==> config.mk <==
export PLATFORM = sky130hd
export DESIGN_NAME = mem_arbiter
export DESIGN_NICKNAME = d
export VERILOG_FILES = /design/src/rtl/mem_arbiter.sv
export SDC_FILE = /design/constraint.sdc
export NUM_CORES = 1
export LEC_CHECK = 0
export CAP_MARGIN = 40
export CORE_AREA = 5 5 99 101
export DETAILED_ROUTE_END_ITERATION = 10
export DIE_AREA = 0 0 104 106
export GPL_ROUTABILITY_DRIVEN = 0
export PLACE_DENSITY_LB_ADDON = 0.12
export SKIP_CTS_REPAIR_TIMING = 1
export SLEW_MARGIN = 20
export SYNTH_ARGS = -nofsm -noshare
export SYNTH_HDL_FRONTEND = slang
export SYNTH_SLANG_ARGS = --single-unit
==> constraint.sdc <==
create_clock -name clk -period 2.8 [get_ports clk]
set_clock_uncertainty 0.2 [all_clocks]
set_input_delay 0.42 -clock clk [delete_from_list [all_inputs] [get_ports clk]]
set_output_delay 0.42 -clock clk [all_outputs]
set_load 0.1 [all_outputs]
==> src/rtl/mem_arbiter.sv <==
// rtl/mem_arbiter.sv - two-requester (fetch/data) arbiter onto a single memory port
module mem_arbiter #(
  parameter int unsigned STARVE_MAX = 4
) (
  input  logic        clk,
  input  logic        rst,
  input  logic        if_req_i,
  input  logic [31:0] if_addr_i,
  output logic        if_gnt_o,
  output logic        if_rvalid_o,
  output logic [31:0] if_rdata_o,
  input  logic        d_req_i,
  input  logic        d_we_i,
  input  logic [31:0] d_addr_i,
  input  logic [31:0] d_wdata_i,
  output logic        d_gnt_o,
  output logic        d_rvalid_o,
  output logic [31:0] d_rdata_o,
  output logic        d_err_o,
  output logic        mem_en_o,
  output logic        mem_we_o,
  output logic [29:0] mem_addr_o,
  output logic [31:0] mem_wdata_o,
  input  logic [31:0] mem_rdata_i
);

  localparam int unsigned CW = $clog2(STARVE_MAX + 1);
  localparam logic [CW-1:0] STARVE_LIMIT = CW'(STARVE_MAX);

  typedef enum logic [1:0] {
    OWN_NONE = 2'd0,
    OWN_IF   = 2'd1,
    OWN_D    = 2'd2
  } owner_t;

  owner_t        owner_q;
  owner_t        owner_d;
  logic [CW-1:0] starve_cnt;
  logic [CW-1:0] starve_nxt;
  logic          err_q;
  logic          fetch_wins;
  logic          d_misalign;
  logic          d_access;
  logic          d_store;
  logic          unused_if_lsbs;

  // Fetch address low bits are never checked; only the word address is used.
  assign unused_if_lsbs = ^if_addr_i[1:0];

  // Arbitration and grants: data wins unless fetch is starved or data is idle.
  always_comb begin
    fetch_wins = if_req_i && (!d_req_i || (starve_cnt == STARVE_LIMIT));
    if_gnt_o   = !rst && fetch_wins;
    d_gnt_o    = !rst && d_req_i && !fetch_wins;
    d_misalign = (d_addr_i[1:0] != 2'b00);
    d_access   = d_gnt_o && !d_misalign;
    d_store    = d_access && d_we_i;
  end

  // Memory port driven from the winner; everything zero when nothing is granted.
  always_comb begin
    mem_en_o    = if_gnt_o || d_access;
    mem_we_o    = d_store;
    mem_addr_o  = 30'd0;
    mem_wdata_o = 32'd0;
    if (if_gnt_o) begin
      mem_addr_o = if_addr_i[31:2];
    end else if (d_gnt_o) begin
      mem_addr_o = d_addr_i[31:2];
    end
    if (d_store) begin
      mem_wdata_o = d_wdata_i;
    end
  end

  // Starvation counter next value: counts denied fetch cycles, saturating.
  always_comb begin
    starve_nxt = starve_cnt;
    if (!if_req_i || if_gnt_o) begin
      starve_nxt = '0;
    end else if (starve_cnt != STARVE_LIMIT) begin
      starve_nxt = starve_cnt + 1'b1;
    end
  end

  // Owner of the outstanding read, reloaded every cycle from this cycle's grant.
  always_comb begin
    owner_d = OWN_NONE;
    if (if_gnt_o) begin
      owner_d = OWN_IF;
    end else if (d_access && !d_we_i) begin
      owner_d = OWN_D;
    end
  end

  // State registers: owner, starvation counter and misalignment error pulse.
  always_ff @(posedge clk) begin
    if (rst) begin
      owner_q    <= OWN_NONE;
      starve_cnt <= '0;
      err_q      <= 1'b0;
    end else begin
      owner_q    <= owner_d;
      starve_cnt <= starve_nxt;
      err_q      <= d_gnt_o && d_misalign;
    end
  end

  // Responses steered to the owner; reset hides a read that was in flight.
  always_comb begin
    if_rvalid_o = !rst && (owner_q == OWN_IF);
    d_rvalid_o  = !rst && (owner_q == OWN_D);
    d_err_o     = !rst && err_q;
    if_rdata_o  = if_rvalid_o ? mem_rdata_i : 32'd0;
    d_rdata_o   = d_rvalid_o ? mem_rdata_i : 32'd0;
  end

endmodule

# After elaboration in Yosys (flattened, before gate mapping)
# Cells that the tools add are included.
# Widths: inputs -> output; s select.
[totals]
register_bits = 6
input_bits = 133
output_inout_bits = 133
elab_cells = 39
[op_classes]
addsub = 1
n_eq_ne = 4
muxes = 7
n_reduce_logical = 23
[op_table]
columns = ["operator", "n"]
rows = [
  ["$mux 32", 3],
  ["$mux 30", 2],
  ["$logic_and 1x1->1", 11],
  ["$logic_not 1->1", 6],
  ["$reduce_or 2->1", 2],
  ["$add 3x1->3 const B", 1],
  ["$eq 3x3->1 const B", 1],
  ["$logic_or 1x1->1", 3],
  ["$ne 3x3->1 const B", 1],
  ["$eq 2x1->1 const B", 1],
  ["$eq 2x2->1 const B", 1],
  ["$mux 2", 1],
  ["$reduce_bool 2->1", 1],
  ["$mux 1", 1],
]

# Longest topological paths before layout
[logic_depth]
depth_word = 9
ltp_mapped = 7

# Worst setup path after synthesis
# Ideal clock, no wire load.
[synth_timing]
kind = "input to output"
startpoint = "in d_req_i"
endpoint = "out mem_we_o"
t_arrival_ns = 3.332
required_ns = 2.180
slack_ns = -1.152
stages = 4
n_path_buf = 2
cell_sequence = "buf_4 -> or4b_1 -> buf_2 -> nor3b_1"
[synth_between]
elab_chain_cells = 7
word_cells_on_any_way = 8
classes_between = "reduce/logical (8)"
[synth_rtl]
columns = ["item", "line", "source"]
rows = [
  ["from (decl)", "12", "input logic d_req_i,"],
  ["$logic_not 1->1", "52", "fetch_wins = if_req_i && (!d_req_i || (starve_cnt == STARVE_LIMIT));"],
  ["$logic_or 1x1->1", "52", ""],
  ["$logic_and 1x1->1", "52", ""],
  ["$logic_not 1->1", "54", "d_gnt_o = !rst && d_req_i && !fetch_wins;"],
  ["$logic_and 1x1->1 *", "54", ""],
  ["$logic_and 1x1->1 *", "56", "d_access = d_gnt_o && !d_misalign;"],
  ["$logic_and 1x1->1 *", "57", "d_store = d_access && d_we_i;"],
  ["to (decl)", "21", "output logic mem_we_o,"],
]
# Every way passes the cells marked *; elsewhere a longest branch is shown, timed or not.

# Worst setup path after layout
[layout_timing]
startpoint = "in rst"
endpoint = "out mem_we_o"
[layout_between]
elab_chain_cells = 5
[layout_rtl]
columns = ["item", "line", "source"]
rows = [
  ["from (decl)", "6", "input logic rst,"],
  ["$logic_not 1->1", "54", ""],
  ["$logic_and 1x1->1 (2 in a row)", "54", ""],
  ["$logic_and 1x1->1", "56", ""],
  ["$logic_and 1x1->1", "57", ""],
]
# No other way between the ends.

==> results.txt <==
----------------------------------------------------
[Status]
  Result of the run ... completed

[Clock network]
  Number of H-tree levels ... 1
  Clock buffer count from CTS ... 3
  Clock-pin slew on the worst setup and hold paths ... 0.04 ns
  Insertion delay to the later sink of the worst-skew pair ... 0.21 ns
  TritonCTS clock tree ... yes
  Clock sink total ... 6
  Root Buffer ... clkbuf_8
  Clock buffer depth ... 2

[Drt]
  Per-cell via count in the routed design ... 4.78
  Drt drc ... 0
  Remaining number of nets flagged by the antenna check after routing ... 0
  DRT iter0 DRCs ... 74
  Total via count in the routed design ... 3,089
  Average wire length per cell after detail routing ... 17.5 microns
  First drt pass iteration count ... 4
  Routed wire length ... 11.3 mm

[Synthesis]
  Synthesized-area fraction occupied by and/or/nand/nor cells ... 71.1%
  Share of the synthesized area in compound gates (AO/OA/AOI/OAI) ... 11.4%
  Post-synthesis instance area ... 1940 sq um
  Post-synth net total ... 425
  Post-synthesis async set-or-reset flop share ... 0%
  Total of flip-flops plus latches after synthesis ... 6
  Commonest cells in the synthesized netlist ... and2_1 (64), nand3b_1 (61), nand2_1 (32)
  Post-synth EDFFs ... 0
  Synthesized-area fraction occupied by adder cells ... 1.29%
  Area fraction of the dominant cell type after synthesis ... 23.6%
  Largest area contributor in the synthesized netlist ... nand3b_1
  Fraction of the yosys area taken by sequential cells ... 6.19%
  Area share of xor/xnor cells in the synthesized design ... 0%
  Count of cell types in the netlist ... 23
  Yosys Warn Count ... 0
  Average size of a mapped cell ... 6.70 sq um
  Share of synthesized area spent on multiplexers ... 0%
  Ranking of synthesized cells by area ... nand3b_1 (24%), and2_1 (21%), nor3_2 (15%), o22ai_1 (10%), dfxtp_1 (6.2%)
  Number of instances in the synthesized netlist ... 290
  Most used flip-flop cell after synthesis ... dfxtp_1
  Library cell with the highest instance count after synthesis ... and2_1
  Main combinational cell family by area after synthesis ... simple AND/OR/NAND/NOR gates

[GRT]
  Number of antenna violations at the first check in global routing ... 0
  Vias in the first global route ... 3,120
  Largest net degree at the start of global routing ... 40
  Remaining global-route overflow ... 0
  GRT Resource Usage Total ... 19.1%
  First-pass GRT wire length ... 17.4 mm

[Placed design]
  Number of cells in the design after placement ... 643
  Count of input and output buffers ... 263
  HPWL after detailed placement ... 9.78 mm
  Cell area after placement ... 6350 sq um

[Timing]
  Normalized max-slew margin ... 77.3%
  Transition at the pin with the smallest max-transition slack ... 0.341 ns
  Max frequency ... 362 MHz
  Setup violations, final ... 0
  Minimum clock period ... 2.76 ns
  Final Hold Viols ... 0
  Fraction of the cycle the final worst path needs ... 98.7%
  Setup Total Neg Slack ... 0 ns
  Final-report max-slew violation count ... 0

[Worst setup path]
  Worst setup path start ... rst
  Slack of the worst reg-to-reg path ... 1.23 ns
  Type of the worst setup path ... in -> out
  Critical Path End Type ... primary output
  R2R Path Start ... starve_cnt[0]
  Length in cells of the worst reg-to-reg path ... 5
  Required @ worst endpoint ... 2.18 ns
  WP data arrival ... 2.14 ns
  Nature of the critical path startpoint ... input port
  Reg2reg end ... err_q
  Largest driver fanout on the critical path ... 19

[Die]
  Number of standard-cell rows in the floorplan ... 35
  Area of the die ... 11,000 sq um
  Total core area ... 8930 sq um
  Top-Level Pins ... 266
  Starting density of the core ... 21.7%
  Die H ... 106 microns
  Width of the die ... 104 microns

[Final layout]
  Layout Area Growth over Synthesis ... 230%
  Antenna Diode Count ... 0
  Final cell count without fillers ... 646
  Fill cell total of the finished layout ... 644
  Layout Nets ... 672
  Share of post-route cells with drive strength above 1 ... 40.2%
  Final Cell Area ... 6400 sq um
  Final standard cell utilization of the core ... 71.7%

[Hold path]
  Worst Hold Depth ... 1
  Sink of the worst hold path ... starve_cnt[0]
  Type of the tightest min-delay check ... reg -> reg
  Startpoint of the worst hold path ... starve_cnt[0]

[Pwr]
  Standby leakage power ... 2.32 nW
  Peak supply drop ... 143 uV
  PwrDens ... 172 nW/um^2
  Design Power ... 1.10 mW

[Run]
  Max cap viols ... 0

----------------------------------------------------
[cell usage in the layout (no fill, tap or decap), types with 3 or more instances in the layout]
| cell | netlist | layout |
|---|---|---|
| nor3_2 | 29 | 5 |
| and2_2 | 0 | 18 |
| clkdlybuf4s50_1 | 0 | 130 |
| nor2_1 | 4 | 3 |
| inv_1 | 3 | 3 |
| and2_1 | 64 | 46 |
| buf_4 | 1 | 10 |
| nand3b_1 | 61 | 61 |
| nand2b_1 | 3 | 3 |
| buf_12 | 0 | 141 |
| nor3_4 | 0 | 28 |
| o22ai_1 | 31 | 29 |
| nand2_1 | 32 | 32 |
| clkbuf_8 | 0 | 3 |
| dfxtp_1 | 6 | 6 |
[report_power, final]
part           internal, mW  switching, mW  total [mW]
clock                0.0921         0.0338       0.126
sequential           0.0883        0.00124      0.0896
combinational         0.390          0.499       0.889
total                 0.571          0.534        1.10
[layer usage]
layer | GRT usage [%] | up-vias | part of all wire [%]
met3 | 6.13 | 18 | 8.9
li1 | - | 1510 | -
met4 | 5.18 | 0 | 2.7
met5 | 0 | - | 0
met1 | 20.8 | 1397 | 35
met2 | 35.6 | 164 | 53
[how the worst max path moves through the flow]
stage | endpoint | cells past startpoint
global route | mem_we_o | 5
detailed placement | mem_wdata_o[0] | 5
CTS | mem_wdata_o[0] | 5
global placement | mem_we_o | 5
floorplan | mem_addr_o[10] | 7
finish | mem_we_o | 5
[logic make-up after synthesis]
kind of cell             after synthesis
flip-flops                             6
adder cells (fa/ha/maj)                2
AO/OA/AOI/OAI                         35
AND/OR/NAND/NOR                      205
buffers and inverters                 42
[flip-flops by register name, indices dropped and copies added (netlist names)]
name,cells
err_q,1
owner_q,2
starve_cnt,3
[critical path: stages]
cell	delay, ns
clkdlybuf4s50_1	0.42
or4b_4	0.60
buf_12	0.22
nor3b_4	0.25
buf_12	0.21
[metrics by stage]
stage,worst slack (ns),hold slack [ns]
floorplan,-0.533,0.222
global placement,0.0377,0.234
detailed placement,0.0256,0.271
CTS,0.0214,0.275
global route,-0.0156,0.297
finish,0.0356,0.273
[layout make-up]
cell class	instances	area (sq um)	area share (%)
repair buffers	281	4200	65.6
multi-input cells	242	1890	29.6
well taps	111	139	2.17
flip-flops and latches	6	120	1.88
clock buffers	3	41.3	0.645
inverters	3	11.3	0.176
No activity file was read; power rests on OpenSTA's default activity.
